### src/rtl/spi_sram_pkg.sv
// Shared types and constants for the SPI serial-SRAM target.
// Latency: n/a (declarations only).
// Backpressure: n/a.
package spi_sram_pkg;

    localparam int         SPI_SRAM_ADDR_W = 16;
    localparam logic [7:0] CMD_READ        = 8'h03;
    localparam logic [7:0] CMD_WRITE       = 8'h02;

    typedef enum logic [2:0] {
        ST_IDLE    = 3'd0,
        ST_CMD     = 3'd1,
        ST_ADDR_HI = 3'd2,
        ST_ADDR_LO = 3'd3,
        ST_READ    = 3'd4,
        ST_WRITE   = 3'd5,
        ST_IGNORE  = 3'd6
    } spi_sram_state_e;

endpackage

### src/rtl/spi_pin_sync.sv
// Synchronises SPI pins into the core clock and derives sclk/cs edge pulses.
// Latency: SYNC_STAGES cycles from pin change to the edge pulse.
// Backpressure: none; pulses are single-cycle and must be consumed when seen.
module spi_pin_sync #(
    parameter int SYNC_STAGES = 2
) (
    input  logic clk,
    input  logic rst_n,
    input  logic sclk,
    input  logic cs,
    input  logic mosi,
    output logic mosi_sync,
    output logic sclk_rise,
    output logic sclk_fall,
    output logic cs_fall,
    output logic cs_rise
);

    logic [SYNC_STAGES-1:0] sclk_ff;
    logic [SYNC_STAGES-1:0] mosi_ff;
    logic [SYNC_STAGES-1:0] cs_ff;
    logic                   sclk_prev;
    logic                   cs_prev;

    // cs resets high so a released reset never looks like a frame start
    always_ff @(posedge clk or negedge rst_n) begin
        if (!rst_n) begin
            sclk_ff   <= '0;
            mosi_ff   <= '0;
            cs_ff     <= '1;
            sclk_prev <= 1'b0;
            cs_prev   <= 1'b1;
        end else begin
            sclk_ff   <= {sclk_ff[SYNC_STAGES-2:0], sclk};
            mosi_ff   <= {mosi_ff[SYNC_STAGES-2:0], mosi};
            cs_ff     <= {cs_ff[SYNC_STAGES-2:0], cs};
            sclk_prev <= sclk_ff[SYNC_STAGES-1];
            cs_prev   <= cs_ff[SYNC_STAGES-1];
        end
    end

    assign mosi_sync = mosi_ff[SYNC_STAGES-1];
    assign sclk_rise =  sclk_ff[SYNC_STAGES-1] & ~sclk_prev;
    assign sclk_fall = ~sclk_ff[SYNC_STAGES-1] &  sclk_prev;
    assign cs_fall   = ~cs_ff[SYNC_STAGES-1]   &  cs_prev;
    assign cs_rise   =  cs_ff[SYNC_STAGES-1]   & ~cs_prev;

endmodule

### src/rtl/spi_sram_slave.sv
// 23LC-style SPI READ/WRITE target driving a synchronous byte memory port.
// Latency: strobes issue ~SYNC_STAGES+1 cycles after the 8th sclk rise of a byte.
// Backpressure: none; memory must accept a strobe every cycle, rdata one cycle after re.
module spi_sram_slave #(
    parameter int         ADDR_W      = spi_sram_pkg::SPI_SRAM_ADDR_W,
    parameter int         SYNC_STAGES = 2,
    parameter logic [7:0] CMD_READ    = spi_sram_pkg::CMD_READ,
    parameter logic [7:0] CMD_WRITE   = spi_sram_pkg::CMD_WRITE
) (
    input  logic              clk_core_i,
    input  logic              rst_n_i,
    input  logic              spi_sclk_i,
    input  logic              spi_cs_i,
    input  logic              spi_mosi_i,
    output logic              spi_miso_o,
    output logic [ADDR_W-1:0] mem_addr_o,
    output logic              mem_re_o,
    input  logic [7:0]        mem_rdata_i,
    output logic              mem_we_o,
    output logic [7:0]        mem_wdata_o,
    output logic              busy_o,
    output logic              cmd_err_o
);

    import spi_sram_pkg::*;

    logic mosi_s;
    logic sclk_rise;
    logic sclk_fall;
    logic cs_fall;
    logic cs_rise;

    spi_pin_sync #(
        .SYNC_STAGES (SYNC_STAGES)
    ) u_pin_sync (
        .clk       (clk_core_i),
        .rst_n     (rst_n_i),
        .sclk      (spi_sclk_i),
        .cs        (spi_cs_i),
        .mosi      (spi_mosi_i),
        .mosi_sync (mosi_s),
        .sclk_rise (sclk_rise),
        .sclk_fall (sclk_fall),
        .cs_fall   (cs_fall),
        .cs_rise   (cs_rise)
    );

    spi_sram_state_e   state_q;
    logic [2:0]        bit_cnt_q;
    logic [7:0]        rx_sr_q;
    logic [7:0]        tx_sr_q;
    logic [7:0]        addr_hi_q;
    logic [ADDR_W-1:0] addr_q;
    logic              is_read_q;
    logic              re_d_q;
    logic              miso_q;
    logic              mem_re_q;
    logic              mem_we_q;
    logic [7:0]        wdata_q;
    logic              cmd_err_q;
    logic [7:0]        rx_next;

    assign rx_next = {rx_sr_q[6:0], mosi_s};

    always_ff @(posedge clk_core_i or negedge rst_n_i) begin
        if (!rst_n_i) begin
            state_q   <= ST_IDLE;
            bit_cnt_q <= 3'd0;
            rx_sr_q   <= 8'd0;
            tx_sr_q   <= 8'd0;
            addr_hi_q <= 8'd0;
            addr_q    <= '0;
            is_read_q <= 1'b0;
            re_d_q    <= 1'b0;
            miso_q    <= 1'b0;
            mem_re_q  <= 1'b0;
            mem_we_q  <= 1'b0;
            wdata_q   <= 8'd0;
            cmd_err_q <= 1'b0;
        end else begin
            mem_re_q  <= 1'b0;
            mem_we_q  <= 1'b0;
            cmd_err_q <= 1'b0;
            re_d_q    <= mem_re_q;

            // write address advances the cycle after its strobe
            if (mem_we_q) begin
                addr_q <= addr_q + ADDR_W'(1);
            end

            if (cs_rise) begin
                state_q   <= ST_IDLE;
                bit_cnt_q <= 3'd0;
                rx_sr_q   <= 8'd0;
            end else if (cs_fall && state_q == ST_IDLE) begin
                state_q   <= ST_CMD;
                bit_cnt_q <= 3'd0;
                rx_sr_q   <= 8'd0;
            end else if (sclk_rise && state_q != ST_IDLE) begin
                rx_sr_q   <= rx_next;
                bit_cnt_q <= bit_cnt_q + 3'd1;
                if (bit_cnt_q == 3'd7) begin
                    bit_cnt_q <= 3'd0;
                    case (state_q)
                        ST_CMD: begin
                            if (rx_next == CMD_READ || rx_next == CMD_WRITE) begin
                                is_read_q <= (rx_next == CMD_READ);
                                state_q   <= ST_ADDR_HI;
                            end else begin
                                state_q   <= ST_IGNORE;
                                cmd_err_q <= 1'b1;
                            end
                        end
                        ST_ADDR_HI: begin
                            addr_hi_q <= rx_next;
                            state_q   <= ST_ADDR_LO;
                        end
                        ST_ADDR_LO: begin
                            addr_q <= ADDR_W'({addr_hi_q, rx_next});
                            if (is_read_q) begin
                                mem_re_q <= 1'b1;
                                state_q  <= ST_READ;
                            end else begin
                                state_q  <= ST_WRITE;
                            end
                        end
                        ST_READ: begin
                            // prefetch the next byte while the master still clocks this one
                            addr_q   <= addr_q + ADDR_W'(1);
                            mem_re_q <= 1'b1;
                        end
                        ST_WRITE: begin
                            mem_we_q <= 1'b1;
                            wdata_q  <= rx_next;
                        end
                        default: begin
                        end
                    endcase
                end
            end

            if (state_q != ST_READ || cs_rise) begin
                miso_q <= 1'b0;
            end else if (sclk_fall) begin
                miso_q  <= tx_sr_q[7];
                tx_sr_q <= {tx_sr_q[6:0], 1'b0};
            end

            if (re_d_q) begin
                tx_sr_q <= mem_rdata_i;
            end
        end
    end

    assign spi_miso_o  = miso_q;
    assign mem_addr_o  = addr_q;
    assign mem_re_o    = mem_re_q;
    assign mem_we_o    = mem_we_q;
    assign mem_wdata_o = wdata_q;
    assign busy_o      = (state_q != ST_IDLE);
    assign cmd_err_o   = cmd_err_q;

endmodule

### config.mk
export PLATFORM = sky130hd
export DESIGN_NAME = spi_sram_slave
export DESIGN_NICKNAME = d
export VERILOG_FILES = /design/src/rtl/spi_sram_pkg.sv /design/src/rtl/spi_pin_sync.sv /design/src/rtl/spi_sram_slave.sv
export SDC_FILE = /design/constraint.sdc
export NUM_CORES = 1
export LEC_CHECK = 0
export BUFFER_PORTS_ARGS = -buffer_cell sky130_fd_sc_hd__buf_2
export CAP_MARGIN = 0
export CORE_MARGIN = 5
export CORE_UTILIZATION = 30
export CTS_CLUSTER_SIZE = 10
export DETAILED_ROUTE_END_ITERATION = 8
export PLACE_DENSITY = 0.53
export SLEW_MARGIN = 40
export SYNTH_ARGS = -nofsm -noshare
export SYNTH_HDL_FRONTEND = slang
export SYNTH_HIERARCHICAL = 1
export SYNTH_SLANG_ARGS = --single-unit
### constraint.sdc
create_clock -name clk_core_i -period 2.7 [get_ports clk_core_i]
set_input_delay 0.135 -clock clk_core_i [delete_from_list [all_inputs] [get_ports clk_core_i]]
set_output_delay 0.135 -clock clk_core_i [all_outputs]
set_load 0.03 [all_outputs]
Word level (Yosys, flattened, before mapping)
Cells that the tools add are included.
- register bits: 67
- latch bits: 0
- memory bits (writable): 0
- ROM bits: 0
- input port bits: 13
- output and inout bits: 29
- memories kept: 0
- add/subtract/negate cells: 2
- $mul: 0
- div/mod/pow operators: 0
- order comparisons: 0
- equal/unequal tests: 10
- shift-type cells: 0
- mux-type cells: 42
- bitwise gates (word level): 10
- reduce and logical (&&, ||, !) cells: 16
- operator list (kind ; count):
    $mux 16 ; 5
    $pmux 16 s2 ; 1
    $mux 3 ; 9
    $mux 8 ; 3
    $mux 7 ; 3
    $mux 1 ; 19
    $add 16x1->16 const B ; 1
    $eq 8x2->1 const B ; 2
    $reduce_and 5->1 ; 2
    $eq 3x3->1 const B ; 3
    $pmux 3 s3 ; 1
    $reduce_bool 3->1 ; 3
    $eq 3x2->1 const B ; 2
    $not 1->1 ; 6
    $reduce_and 6->1 ; 1
    $reduce_bool 5->1 ; 1
    $and 1x1->1 ; 4
    $reduce_bool 2->1 ; 2
    $add 3x1->3 const B ; 1
    $eq 3x1->1 const B ; 1
    $logic_not 3->1 ; 1
    $ne 3x3->1 const B ; 1
    $reduce_and 3->1 ; 1
    $logic_and 1x1->1 ; 2
    other kinds (4) ; 5

Depth between registers and ports, before layout
Gate-level depths: netlist of run 1.
- word-level depth: 8
- gate-level depth with buffers: 10
- gate-level depth less buffers: 7

Modules after synthesis
Netlist of run 1, hierarchy kept.
- by module, submodules not included (module ; instances ; cells an instance ; area an instance (um^2) ; seq. area each (um^2)):
    spi_sram_slave ; 1 ; 295 ; 3115.5 ; 1476.4
    spi_pin_sync ; 1 ; 12 ; 239.0 ; 203.9

Least setup slack after synthesis of run 1
Ideal clock, no wire load.
- path kind: reg2reg
- start point: register u_pin_sync.cs_prev
- end point: register addr_hi_q[0]
- arrival: 1.903 ns
- data required time: 2.575 ns
- slack: 0.672 ns
- stages on the path, launching flop included: 7
- period minus slack after synthesis: 2.028 ns
- path through: dfstp_2 > and2b_2 > and3b_1 > buf_2 > nand2_2 > nor4_4 > mux2_2
- longest elaborated chain between the ends: 4
- elaborated cells between the ends (all ways): 7
- ends and longest elaborated chain (element ; RTL line ; RTL):
    start: declaration ; spi_pin_sync.sv:23 ; logic cs_prev;
    start signal: assignment ; spi_pin_sync.sv:38 ; cs_prev <= cs_ff[SYNC_STAGES-1];
    $not 1->1 ; spi_pin_sync.sv:46 ; assign cs_rise = cs_ff[SYNC_STAGES-1] & ~cs_prev;
    $and 1x1->1 ; spi_pin_sync.sv:46 ;
    via cs_rise ; spi_sram_slave.sv:31 ; logic cs_rise;
    $not 1->1 (no source line) ; - ;
    $reduce_and 5->1 (no source line) ; - ;
    end signal: assignment ; spi_sram_slave.sv:115 ; addr_hi_q <= rx_next;
    end: declaration ; spi_sram_slave.sv:52 ; logic [7:0] addr_hi_q;
The timed path passes the listed nets, and every way through them passes these cells.
A chain may end at the register's enable or synchronous reset.

Worst setup path after layout of run 1
- start point: register bit_cnt_q[0]
- end point: register addr_hi_q[6]
- longest elaborated chain between the ends: 2
- ends and longest elaborated chain (element ; RTL line ; RTL):
    start: declaration ; spi_sram_slave.sv:49 ; logic [2:0] bit_cnt_q;
    start signal: assignment ; spi_sram_slave.sv:101 ; bit_cnt_q <= bit_cnt_q + 3'd1;
    $eq 3x3->1 ; spi_sram_slave.sv:102 ; if (bit_cnt_q == 3'd7) begin
    $reduce_and 5->1 (no source line) ; - ;
No other way between the ends.

==> reports/results.tsv, run 1 <==
metric	value	unit
status	finished, final reports clean	
Die ar.	13400	um2
Final HPWL DP	5520	um
sum of negative setup slack	0	ns
chip height	116	um
core area	10900	um2
critical path launch point type	flop	
Hold Slack	0.0151	ns
H-tree depth	3	
Setup Crit Path Kind	flop to flop	
kind of end point of the critical path	flop	
Fillers	1061	
area grow syn2layout	16.3	%
max-slew violations	0	
synthesized flop and latch total	67	
CP cell instances	ha_1, ha_1, and3b_1, nand2_2, nor4_4, mux2_2	
largest net degree at the start of global routing	29	
min Tclk post-route	2.32	ns
leading area contributor after synthesis	dfrtp_1	
input/output buffers	41	
max-cap violation count	0	
first-pass GRT wire length	13200	um
period utilization	0.858	
DRC	0	
PD cells	492	nW/um2
measured slew at the worst slew-check pin	0.646	ns
setup ws final	0.385	ns
synth warn	6	
vias in the first global route	2444	
Row Count	38	
commonest non-fill, non-tap cell in the layout	dfrtp_1	
Worst Path Arrival	2.54	ns
vias	2452	
CTS sink count	67	
die width	116	um
final setup fails	0	
RSZ-0062 raised after global routing	false	
Mean Syn Cell Area	10.9	um2
Hold Vio Cnt, Final	0	
CTS Buf Count	9	
Post-CTS Setup Inserts	0	
most frequent cells in the layout	dfrtp_1 (64), buf_2 (41), nand2_1 (26)	
Crit path top cell by count	ha_1	
Seq/Total Area, Yosys	0.501	
DR WL/cell	16.1	um
Peak VDD IR	204	uV
CTS tree	done	
vias per inst	4.99	
Pleak	1.80	nW
Post-DRT Antenna Nets	0	
post-synth cell types	44	
ANT cells	0	
syn_nets	323	
Tot GR Track Use	0.127	
post-synth top area share	0.477	
Synth Instances	307	
Final Skew	0.00633	ns
antenna violations before repair	0	
relative slew slack	0.570	
total iterations of the first detailed-routing run	4	
cts hold-fix bufs	8	
Critical Path RT	2.92	ns
Post-Route Utilization	0.358	
num ports	42	
total grt overflow	0	
WP buf/inv	0	
Worst Hold Class	input pin to flop	
crit-path max cell delay	0.45	ns
routability cong.	0.793	
Root Driver	clkbuf_8	
synthesized cell area	3350	um2
FMAX	432	MHz
final wirelength	7910	um
CP delay by family, top	simple AND/OR/NAND/NOR gates	
clk buf depth	2	
# nets final	364	
synth top area cells	dfrtp_1 (48%), mux2_2 (5.7%), xor2_1 (3.9%)	
number of DRC markers in iteration 0	262	
clock latency on the worst-skew pair	0.34	ns
pre-CTS setup slack	0.403	ns
Slowest cell on crit path	nor4_4	
starting density of the core	0.308	
clock slew at reported path FFs	0.07	ns
layout cells sized above 1	0.248	
crit-path max FO	10	
CTS-repair resized insts	0	
registers in the layout, indices dropped and copies added, names as in the netlist:
signal	flops
mem_wdata_o	8
rx_sr_q	7
tx_sr_q	8
mem_we_o	1
u_pin_sync/mosi_ff	2
mem_addr_o	16
is_read_q	1
u_pin_sync/cs_ff	2
u_pin_sync/cs_prev	1
u_pin_sync/sclk_prev	1
spi_miso_o	1
state_q	3
u_pin_sync/sclk_ff	2
bit_cnt_q	3
re_d_q	1
mem_re_o	1
cmd_err_o	1
addr_hi_q	8
final timing paths:
path                                            start               endpoint  depth (start not counted)  slack, ns
max in group asynchronous                     rst_n_i             state_q[2]                          3       1.59
worst max-delay path                     bit_cnt_q[0]           addr_hi_q[6]                          6       0.38
worst min register to register  u_pin_sync/sclk_ff[0]  u_pin_sync/sclk_ff[1]                          0       0.35
min in group asynchronous                     rst_n_i           bit_cnt_q[0]                          2       0.34
worst max register to register           bit_cnt_q[0]           addr_hi_q[6]                          6       0.38
worst min-delay path                   mem_rdata_i[6]             tx_sr_q[6]                          3       0.02
synthesized netlist by cell type (all sizes together):
cell type  count
nor2           9
nor3           4
inv            6
nor2b          2
nand3          7
nor4           2
xnor2         11
mux2          17
o22ai          8
o21ai         14
a2bb2oi        2
ha             3
nand4         12
nand2         27
nand3b         1
a21oi          7
a221o          3
buf           16
dfstp          3
nand2b         1
nor3b          1
o21bai         2
o21a           4
o2111ai        2
dfrtp         64
and2           4
or3            3
and3b          3
and3           5
o211ai         1
a22oi          9
and4           8
clkbuf         8
xor2          15
mux2i          9
nor4b          1
a22o           9
and2b          4
logic make-up (layout without fill, tap and decap cells):
family                   Yosys count  after routing  share of synthesized area
multiplexers                      26             26                     0.0839
flip-flops                        67             67                      0.501
adder cells (fa/ha/maj)            3              3                     0.0112
AO/OA/AOI/OAI                     61             61                      0.127
XOR/XNOR                          26             26                     0.0679
AND/OR/NAND/NOR                   94             94                      0.162
buffers and inverters             30             74                     0.0466
worst min-delay path, delay by kind of cell:
family	cells	cell delay (ns)
compound gates	1	0.06
simple gates	1	0.04
buf+inv	1	0.08
layer usage:
layer | up-vias | global-route usage | wire length (um)
met2 | 60 | 0.191 | 3580
met1 | 1187 | 0.179 | 3780
li1 | 1197 | - | -
met5 | - | 0 | 0
met3 | 8 | 0.0324 | 462
met4 | 0 | 0.0402 | 85
layout make-up:
type | instances | area, um2 | area share
multi-input cells | 210 | 1520 | 0.389
well taps | 140 | 175 | 0.0449
repair buffers | 54 | 323 | 0.0828
flip-flops and latches | 67 | 1680 | 0.431
clock buffers | 11 | 141 | 0.0363
inverters | 6 | 22.5 | 0.00577
clock inverters | 3 | 40.0 | 0.0103
where the power goes:
| part | internal, mW | switching [mW] |
|---|---|---|
| clock network | 0.439 | 0.363 |
| logic | 0.0322 | 0.0538 |
| registers | 1.02 | 0.0151 |
| total | 1.49 | 0.432 |
through the flow:
stage | instances | power, mW | cell area [um2]
4_1_cts | 491 | 1.95 | 3900
2_1_floorplan | 307 | 1.09 | 3350
5_1_grt | 491 | 2.01 | 3900
3_5_place_dp | 469 | 1.13 | 3640
6_report | 491 | 1.92 | 3900
3_3_place_gp | 469 | 1.13 | 3640
No activity file was read; power rests on OpenSTA's default activity.
==> run 2, diff against run 1 <==
--- a/config.mk
+++ b/config.mk
@@ -11,6 +11,7 @@
 export CORE_UTILIZATION = 30
 export CTS_CLUSTER_SIZE = 10
 export DETAILED_ROUTE_END_ITERATION = 8
+export MAX_ROUTING_LAYER = met4
 export PLACE_DENSITY = 0.53
 export SLEW_MARGIN = 40
 export SYNTH_ARGS = -nofsm -noshare
==> reports/results.tsv, run 2 (synthesis results as in run 1) <==
metric	value	unit
kind of end point of the critical path	flop	
Post-CTS Setup Inserts	0	
Setup Crit Path Kind	flop to flop	
measured slew at the worst slew-check pin	0.624	ns
vias	2445	
critical path launch point type	flop	
number of DRC markers in iteration 0	240	
Final Skew	0.00628	ns
CTS tree	done	
crit-path max FO	10	
Final HPWL DP	5520	um
CTS sink count	67	
Die ar.	13400	um2
Tot GR Track Use	0.130	
Worst setup endpoint	addr_hi_q[6]	
vias in the first global route	2444	
Peak VDD IR	204	uV
area grow syn2layout	16.3	%
final wirelength	7950	um
total grt overflow	0	
total iterations of the first detailed-routing run	4	
CTS Buf Count	9	
PD cells	494	nW/um2
Critical Path RT	2.93	ns
layout cells sized above 1	0.248	
DRC	0	
worst-case reg-to-reg path depth	6	
min Tclk post-route	2.32	ns
die width	116	um
Worst Path Arrival	2.55	ns
clock latency on the worst-skew pair	0.34	ns
Row Count	38	
worst r2r src	bit_cnt_q[0]	
Largest register FFs	16	
Fillers	1061	
antenna violations before repair	0	
# nets final	364	
Worst Hold Class	input pin to flop	
vias per inst	4.98	
routability cong.	0.804	
num ports	42	
ANT cells	0	
final setup fails	0	
Pleak	1.80	nW
core area	10900	um2
DR WL/cell	16.2	um
clk buf depth	2	
RSZ-0062 raised after global routing	false	
H-tree depth	3	
period utilization	0.859	
max-cap violation count	0	
commonest non-fill, non-tap cell in the layout	dfrtp_1	
Hold Crit Depth	3	
starting density of the core	0.308	
FMAX	431	MHz
most frequent cells in the layout	dfrtp_1 (64), buf_2 (41), nand2_1 (26)	
Post-DRT Antenna Nets	0	
first-pass GRT wire length	13200	um
sum of negative setup slack	0	ns
dpl cell area	3640	um2
Hold Vio Cnt, Final	0	
reg2reg end	addr_hi_q[6]	
cts hold-fix bufs	8	
clock slew at reported path FFs	0.07	ns
status	finished, final reports clean	
r2r setup slk	0.38	ns
max-slew violations	0	
relative slew slack	0.584	
Root Driver	clkbuf_8	
input/output buffers	41	
CTS-repair resized insts	0	
fin area	3900	um2
largest net degree at the start of global routing	29	
chip height	116	um
worst setup path start	bit_cnt_q[0]	
run 2: cell counts in the layout (fill, tap and decap cells not counted):
Identical to the previous run, type by type.
run 2: final cells by class:
type	count	area, um2	share of cell area
tap	140	175	0.0449
timing repair buffer	54	323	0.0828
sequential	67	1680	0.431
clock buffer	11	141	0.0363
clock inverter	3	40.0	0.0103
inverter	6	22.5	0.00577
multi-input combinational	210	1520	0.389
run 2: worst min path at each step:
stage / from / end
after global routing: mem_rdata_i[6] / tx_sr_q[6]
after detailed placement: rst_n_i / bit_cnt_q[0]
after global placement: rst_n_i / bit_cnt_q[0]
final: mem_rdata_i[6] / tx_sr_q[6]
after CTS: mem_rdata_i[6] / tx_sr_q[6]
after floorplan: rst_n_i / addr_hi_q[0]
run 2: metal layers:
metal | wire length [um] | vias up | track usage
li1 | - | 1193 | -
met2 | 3600 | 60 | 0.191
met1 | 3830 | 1184 | 0.179
met4 | 106 | 0 | 0.0425
met5 | 0 | - | -
met3 | 419 | 8 | 0.0303
run 2: stage by stage:
stage	instances	hold WS (ns)	utilization	setup WS, ns	power, mW
2_1_floorplan	307	-0.161	-	0.672	1.09
3_3_place_gp	469	0.177	0.334	0.492	1.13
3_5_place_dp	469	0.186	0.334	0.403	1.13
4_1_cts	491	0.00168	0.358	0.398	1.95
5_1_grt	491	0.0246	0.358	0.209	2.01
6_report	491	0.0134	0.358	0.380	1.93
run 2: power by group:
group | switching, mW | internal, mW
sequential | 0.0153 | 1.02
combinational | 0.0540 | 0.0322
clock | 0.368 | 0.439
run 2: worst max-delay path: stages (launching register included):
cell and delay (ns):
dfrtp_1 0.37, ha_1 0.16, ha_1 0.34, and3b_1 0.30, nand2_2 0.18, nor4_4 0.45, mux2_2 0.40
